## src/rtl/if_id_pipe_stage.sv

```systemverilog
// IF/ID pipeline stage: valid/ready handshake between fetch and decode,
// optional 2-entry skid buffer, synchronous flush and a saturating stall counter.
module if_id_pipe_stage #(
  parameter int                     INSTR_WIDTH = 32,
  parameter int                     PC_WIDTH    = 32,
  parameter logic [INSTR_WIDTH-1:0] NOP_VALUE   = {INSTR_WIDTH{1'b0}},
  parameter bit                     SKID_ENABLE = 1'b1,
  parameter int                     CNT_WIDTH   = 16
) (
  input  logic                   clk,
  input  logic                   reset,
  input  logic                   flush,
  input  logic                   in_valid,
  output logic                   in_ready,
  input  logic [INSTR_WIDTH-1:0] instruction_in,
  input  logic [PC_WIDTH-1:0]    pc_in,
  output logic                   out_valid,
  input  logic                   out_ready,
  output logic [INSTR_WIDTH-1:0] instruction_out,
  output logic [PC_WIDTH-1:0]    pc_out,
  output logic [CNT_WIDTH-1:0]   stall_count
);

  typedef enum logic [1:0] {S_EMPTY, S_ONE, S_FULL} state_t;

  state_t                 r_state;
  state_t                 w_state_nxt;
  logic [INSTR_WIDTH-1:0] r_main_instr;
  logic [PC_WIDTH-1:0]    r_main_pc;
  logic [INSTR_WIDTH-1:0] r_skid_instr;
  logic [PC_WIDTH-1:0]    r_skid_pc;
  logic [CNT_WIDTH-1:0]   r_stall;

  logic w_push;
  logic w_pop;
  logic w_clear;
  logic w_ld_main_in;
  logic w_ld_main_skid;
  logic w_ld_skid;

  assign out_valid       = (r_state != S_EMPTY);
  assign instruction_out = r_main_instr;
  assign pc_out          = r_main_pc;
  assign stall_count     = r_stall;
  assign w_push          = in_valid & in_ready;
  assign w_pop           = out_valid & out_ready;

  // With the skid buffer in_ready is a pure state decode, so out_ready never
  // reaches fetch combinationally; without it, a pop frees the single slot.
  // FULL is unreachable in single-entry mode because in_ready drops first.
  if (SKID_ENABLE) begin : g_skid
    assign in_ready = (r_state != S_FULL);
  end else begin : g_single
    assign in_ready = out_ready | (r_state == S_EMPTY);
  end

  // State register
  always_ff @(posedge clk or negedge reset) begin
    if (!reset) r_state <= S_EMPTY;
    else        r_state <= w_state_nxt;
  end

  // Next state and datapath load selects; flush overrides everything
  always_comb begin
    w_state_nxt    = r_state;
    w_clear        = 1'b0;
    w_ld_main_in   = 1'b0;
    w_ld_main_skid = 1'b0;
    w_ld_skid      = 1'b0;
    if (flush) begin
      w_state_nxt = S_EMPTY;
      w_clear     = 1'b1;
    end else begin
      case (r_state)
        S_EMPTY: begin
          if (w_push) begin
            w_state_nxt  = S_ONE;
            w_ld_main_in = 1'b1;
          end
        end
        S_ONE: begin
          if (w_push && w_pop) begin
            w_ld_main_in = 1'b1;
          end else if (w_push) begin
            w_state_nxt = S_FULL;
            w_ld_skid   = 1'b1;
          end else if (w_pop) begin
            w_state_nxt = S_EMPTY;
          end
        end
        S_FULL: begin
          if (w_pop) begin
            w_state_nxt    = S_ONE;
            w_ld_main_skid = 1'b1;
          end
        end
        default: w_state_nxt = S_EMPTY;
      endcase
    end
  end

  // Main (output) and skid data registers; main keeps its value when emptied
  always_ff @(posedge clk or negedge reset) begin
    if (!reset) begin
      r_main_instr <= NOP_VALUE;
      r_main_pc    <= '0;
      r_skid_instr <= NOP_VALUE;
      r_skid_pc    <= '0;
    end else begin
      if (w_clear) begin
        r_main_instr <= NOP_VALUE;
        r_main_pc    <= '0;
      end else if (w_ld_main_in) begin
        r_main_instr <= instruction_in;
        r_main_pc    <= pc_in;
      end else if (w_ld_main_skid) begin
        r_main_instr <= r_skid_instr;
        r_main_pc    <= r_skid_pc;
      end
      if (w_ld_skid) begin
        r_skid_instr <= instruction_in;
        r_skid_pc    <= pc_in;
      end
    end
  end

  // Saturating stall counter; only reset clears it
  always_ff @(posedge clk or negedge reset) begin
    if (!reset)
      r_stall <= '0;
    else if (out_valid && !out_ready && !(&r_stall))
      r_stall <= r_stall + CNT_WIDTH'(1);
  end

endmodule
```

## config.mk

```make
export PLATFORM = sky130hd
export DESIGN_NAME = if_id_pipe_stage
export DESIGN_NICKNAME = d
export VERILOG_FILES = /design/src/rtl/if_id_pipe_stage.sv
export SDC_FILE = /design/constraint.sdc
export NUM_CORES = 1
export LEC_CHECK = 0
export BUFFER_PORTS_ARGS = -buffer_cell sky130_fd_sc_hd__buf_2
export CORE_MARGIN = 4
export CORE_UTILIZATION = 57
export CTS_CLUSTER_DIAMETER = 50
export DETAILED_ROUTE_END_ITERATION = 8
export PLACE_DENSITY = 0.95
export REMOVE_ABC_BUFFERS = 1
export SETUP_SLACK_MARGIN = 0.1
export SYNTH_ARGS = -nofsm -noshare
export SYNTH_HDL_FRONTEND = slang
export SYNTH_SLANG_ARGS = --single-unit
```

## constraint.sdc

```tcl
create_clock -name clk -period 3.55 [get_ports clk]
set_input_delay 0.1775 -clock clk [delete_from_list [all_inputs] [get_ports clk]]
set_output_delay 0.1775 -clock clk [all_outputs]
set_load 0.005 [all_outputs]
```

==> Word level (Yosys, flattened, before mapping) <==
Cells that the tools add are included.
{ "totals": {"inputBits": 69, "ff_bits": 146, "out_inout_bits": 82} }
{ "classes": {"n_eq_ne": 7, "n_bitwise": 2, "muxes": 24, "n_reduce_logical": 10, "add_sub_neg": 1} }
{ "ops": {"columns": ["op", "n"], "rows": [
  ["$mux 32", 6],
  ["$add 16x1->16 const B", 1],
  ["$reduce_and 16->1", 1],
  ["$mux 2", 6],
  ["$mux 1", 10],
  ["$ne 3x3->1 const B", 3],
  ["$pmux 2 s3", 1],
  ["$ne 4x4->1 const B", 1],
  ["$reduce_and 4->1", 1],
  ["$logic_and 1x1->1", 3],
  ["$reduce_bool 3->1", 1],
  ["$and 1x1->1", 2],
  ["$eq 2x1->1 const B", 1],
  ["$eq 2x2->1 const B", 1],
  ["$logic_not 1->1", 2],
  ["$logic_not 2->1", 1],
  ["$ne 2x2->1 const B", 1],
  ["$pmux 1 s2", 1],
  ["$reduce_bool 2->1", 1]
]} }

==> Depth between registers and ports, before layout <==
{ "logic_depth": {"word_depth": 8, "mapped_depth": 6} }

==> Worst setup path after synthesis <==
OpenSTA, ideal clock, no wires.
{ "synth_path": {"path_type": "reg-to-reg", "startpoint": "register r_state[1]", "endpoint": "register r_skid_instr[0]", "t_arrival_ps": 1551, "path_slack_ps": 1874, "required_ps": 3425, "stages_incl_launch_ff": 6, "setup_ps": 125, "n_path_buf": 2, "cell_sequence": "dfrtp_1 nor2b_1 nor3b_1 buf_2 buf_2 mux2_2"} }
{ "synth_via": {"elab_chain_cells": 6, "word_cells_on_any_way": 10} }
{ "synth_lines": {"columns": ["item", "line", "rtl"], "rows": [
  ["start: declaration", "26", "state_t r_state;"],
  ["start signal: assignment", "60", "else r_state <= w_state_nxt;"],
  ["$ne 2x2->1 / $reduce_bool 2->1 (equally long branches)", "52, 41", null],
  ["$and 1x1->1 (on tied branches)", "45, 46", null],
  ["$mux 1 / $logic_and 1x1->1 (equally long branches)", "84, 82", null],
  ["$mux 1", "82", "if (w_push && w_pop) begin"],
  ["$mux 1 (*)", "74", "case (r_state)"],
  ["$mux 1 (*)", "70", "if (flush) begin"],
  ["end signal: assignment", "121", "r_skid_instr <= instruction_in;"],
  ["end: declaration", "30", "logic [INSTR_WIDTH-1:0] r_skid_instr;"]
]} }
Every way passes the cells marked *; elsewhere a longest branch is shown, timed or not.
A chain may end at the register's enable or synchronous reset.

==> Worst setup path in the final report <==
{ "layout_path": {"startpoint": "register r_state[1]", "endpoint": "register r_main_pc[5] (netlist: pc_out[5])"} }
{ "layout_via": {"elab_chain_cells": 8, "word_cells_on_any_way": 18} }
{ "layout_lines": {"columns": ["item", "line", "rtl"], "rows": [
  ["$ne 2x2->1 / $reduce_bool 2->1 (equally long branches)", "52, 41", null],
  ["$and 1x1->1 (on tied branches)", "45, 46", null],
  ["$logic_and 1x1->1", "82", null],
  ["$mux 1", "82", null],
  ["$pmux 1 s2", "74", null],
  ["$mux 1", "70", null],
  ["$mux 32", "113", "end else if (w_ld_main_in) begin"],
  ["$mux 32", "110", "if (w_clear) begin"],
  ["end signal: assignment", "115", "r_main_pc <= pc_in;"],
  ["end signal: assignment", "118", "r_main_pc <= r_skid_pc;"],
  ["end: declaration", "29", "logic [PC_WIDTH-1:0] r_main_pc;"]
]} }
Parallel ways exist; a longest one is shown, timed or not.

==> summary.txt <==
Status
  – Status: finished, final reports clean

Drt
  – Vias: 5252
  – WL final: 16160 um
  – DRC: 0
  – Number of detailed-route iterations in the first pass: 5
  – Post-route ant nets: 0
  – Vias per cell: 5.696
  – DRT iter0 DRCs: 425
  – Routed WL per cell: 17.53 um

Synth
  – Netlist cell types: 29
  – Number of synthesized flops with an enable pin: 0
  – Post-synth top cells: dfrtp_1 (146), nand2_1 (71), nor2_1 (71)
  – Register area share after synthesis: 0.5998
  – Cell count after synthesis: 564
  – Largest area contributor in the netlist: dfrtp_1
  – Ys flop type: dfrtp_1
  – Yosys reg bits: 146
  – Post-Syn Area: 6091 um2
  – Most frequent cell after synthesis: dfrtp_1
  – Main area contributors after synthesis: dfrtp_1 (60%), mux2_2 (12%), a21oi_1 (5.6%)
  – YS warnings: 0
  – Ys async rst share: 1.000
  – Share of the synthesized area in the top cell type: 0.5998
  – Mean Syn Cell Area: 10.80 um2

Floorplanning
  – Die Ht: 111.4 um
  – Die Area: 12400 um2
  – Initial Util: 0.5874
  – Die width: 111.4 um
  – Core region area: 10370 um2
  – Row count: 37
  – Top Ports: 151

STA
  – Pins Over Slew Limit: 0
  – Post-Route Skew: 0.01012 ns
  – Final Worst Setup Slack: 1.215 ns
  – Fin. Hold Viols: 0
  – Final setup viols: 0
  – Actual slew at the worst max-slew pin: 1.017 ns
  – Max_slew headroom: 0.3219
  – Fmax: 0.4282 GHz
  – Final hold slack: 0.2058 ns
  – Final worst-path cycle share: 0.6578
  – RSZ-0062 raised after global routing: false
  – Post-layout min period: 2.335 ns

Clock tree
  – Root buf cell: clkbuf_8
  – Post-CTS Setup Repair Bufs: 0
  – H-tree depth: 4
  – Clock Sinks: 146
  – CTS tree: built
  – CTS Buf Count: 17
  – Clk_lat worst skew: 0.52 ns
  – Clock Path Buffers: 2
  – Clock-pin slew on the worst setup and hold paths: 0.06 ns

Layout
  – Layout Utilization: 0.7891
  – Nets: 846
  – Area Growth Syn to Fin: 34.35%
  – Finished Layout Cells: 922
  – Layout fillers: 603
  – Share of layout cells above drive strength 1: 0.3321
  – Ant diodes: 0

Global routing
  – Initial antenna violation count: 0
  – Vias in the first global route: 5565
  – Total GRT Usage: 0.2670
  – Gr ovfl total: 0
  – First-pass GRT wire length: 26900 um
  – Largest net degree at the start of global routing: 117

Place
  – HPWL Detailed: 9457 um
  – Number of port buffers: 150
  – Pre-CTS setup slack: 1.317 ns
  – Gp weighted congestion: 0.7960
  – Placed Cells: 825

Setup path
  – Endpoint class of the critical path: flop
  – CP Class: reg2reg
  – Critical Path Start: r_state[1]
  – Reg-to-reg critical path startpoint: r_state[1]
  – CP arrival: 2.75 ns
  – Max Fanout on Critical Path: 37
  – Critical Path RT: 3.96 ns
  – Worst Setup Start Kind: flop

Power
  – Worst vdd ir: 0.4090 mV
  – Power Density: 550.7 nW/um2
  – Design Power: 4506 uW
  – Leakage power: 0.003880 uW

Hold path
  – Hold path start: in_valid
  – Worst hold-check path type: in2reg

Run
  – MaxCap Viol Count: 0
==> worst max-delay path, cell delays in order, from the launching register on <==
cell and delay, ns:
dfrtp_1 0.42, nor2b_1 0.39, a21oi_4 0.11, nand2_2 0.56, buf_4 0.44, nor2_1 0.10
a21oi_1 0.21
==> power by group <==
| group | internal (uW) | switching [uW] |
|---|---|---|
| Combinational | 391 | 334 |
| Sequential | 1980 | 198 |
| Clock | 968 | 635 |
| Total | 3340 | 1170 |
==> placed cells by master (no fill, tap or decap), drive strengths merged, types with 2 or more instances in the layout <==
cell type | synthesis | routed
buf | 14 | 158
dfrtp | 146 | 146
nor2 | 71 | 71
nand2 | 71 | 71
dlygate4sd3 | 0 | 68
a21oi | 68 | 68
mux2 | 65 | 65
o21ai | 64 | 64
clkbuf | 19 | 23
xnor2 | 10 | 10
nand4 | 7 | 7
nand3 | 6 | 6
xor2 | 5 | 5
clkinv | 0 | 4
nor2b | 2 | 2
nand2b | 2 | 2
and3 | 2 | 2
nor3 | 2 | 2
==> cell families (layout without fill, tap and decap cells) <==
family          Yosys count  in the layout  synth area share
fa+ha+maj                 1              1          0.002054
flops                   146            146            0.5998
compound gates          135            135            0.1165
simple gates            168            168            0.1161
mux                      65             65            0.1202
xor+xnor                 15             15           0.02157
buf+inv                  34            256           0.02383
==> flip-flops by register name (all words and copies together) (netlist names) <==
name	count
r_state	2
pc_out	32
r_skid_instr	32
instruction_out	32
r_skid_pc	32
stall_count	16
==> stage by stage <==
stage | TNS (ns) | cell area, um2
after floorplan | -199.99 | 5949
after global placement | 0 | 6978
after detailed placement | 0 | 6978
after CTS | 0 | 8183
after global routing | 0 | 8183
final | 0 | 8183
==> layout make-up <==
cell class / instances / area [um2] / share of cell area
sequential: 146 / 3654 / 0.4465
multi-input combinational: 384 / 2321 / 0.2836
clock buffer: 23 / 466.7 / 0.05703
timing repair buffer: 226 / 1510 / 0.1846
tap: 136 / 170.2 / 0.02080
inverter: 1 / 3.754 / 0.0004587
clock inverter: 6 / 57.56 / 0.007034
==> per-layer routing <==
metal,global-route usage,up-vias,share of wire
met5,0,-,0
met4,0.1395,0,0.037
met3,0.05489,58,0.062
met2,0.4548,259,0.51
met1,0.3217,2586,0.39
li1,-,2349,-
==> worst paths after layout <==
path                                   to  slack (ns)  cells after the start
min in group asynchronous  stall_count[7]        0.35                      2
max                             pc_out[5]        1.21                      6
min                            r_state[0]        0.21                      4
max reg2reg                     pc_out[5]        1.21                      6
min reg2reg                  r_skid_pc[6]        0.50                      1
max in group asynchronous       pc_out[6]        2.33                      3
==> timing repair <==
action | 4_1_cts | 5_1_grt
endpoints found under the hold margin | 244 | 0
resized for setup | 0 | 0
hold buffers | 68 | 0
Power figures use the tool's default switching activity.
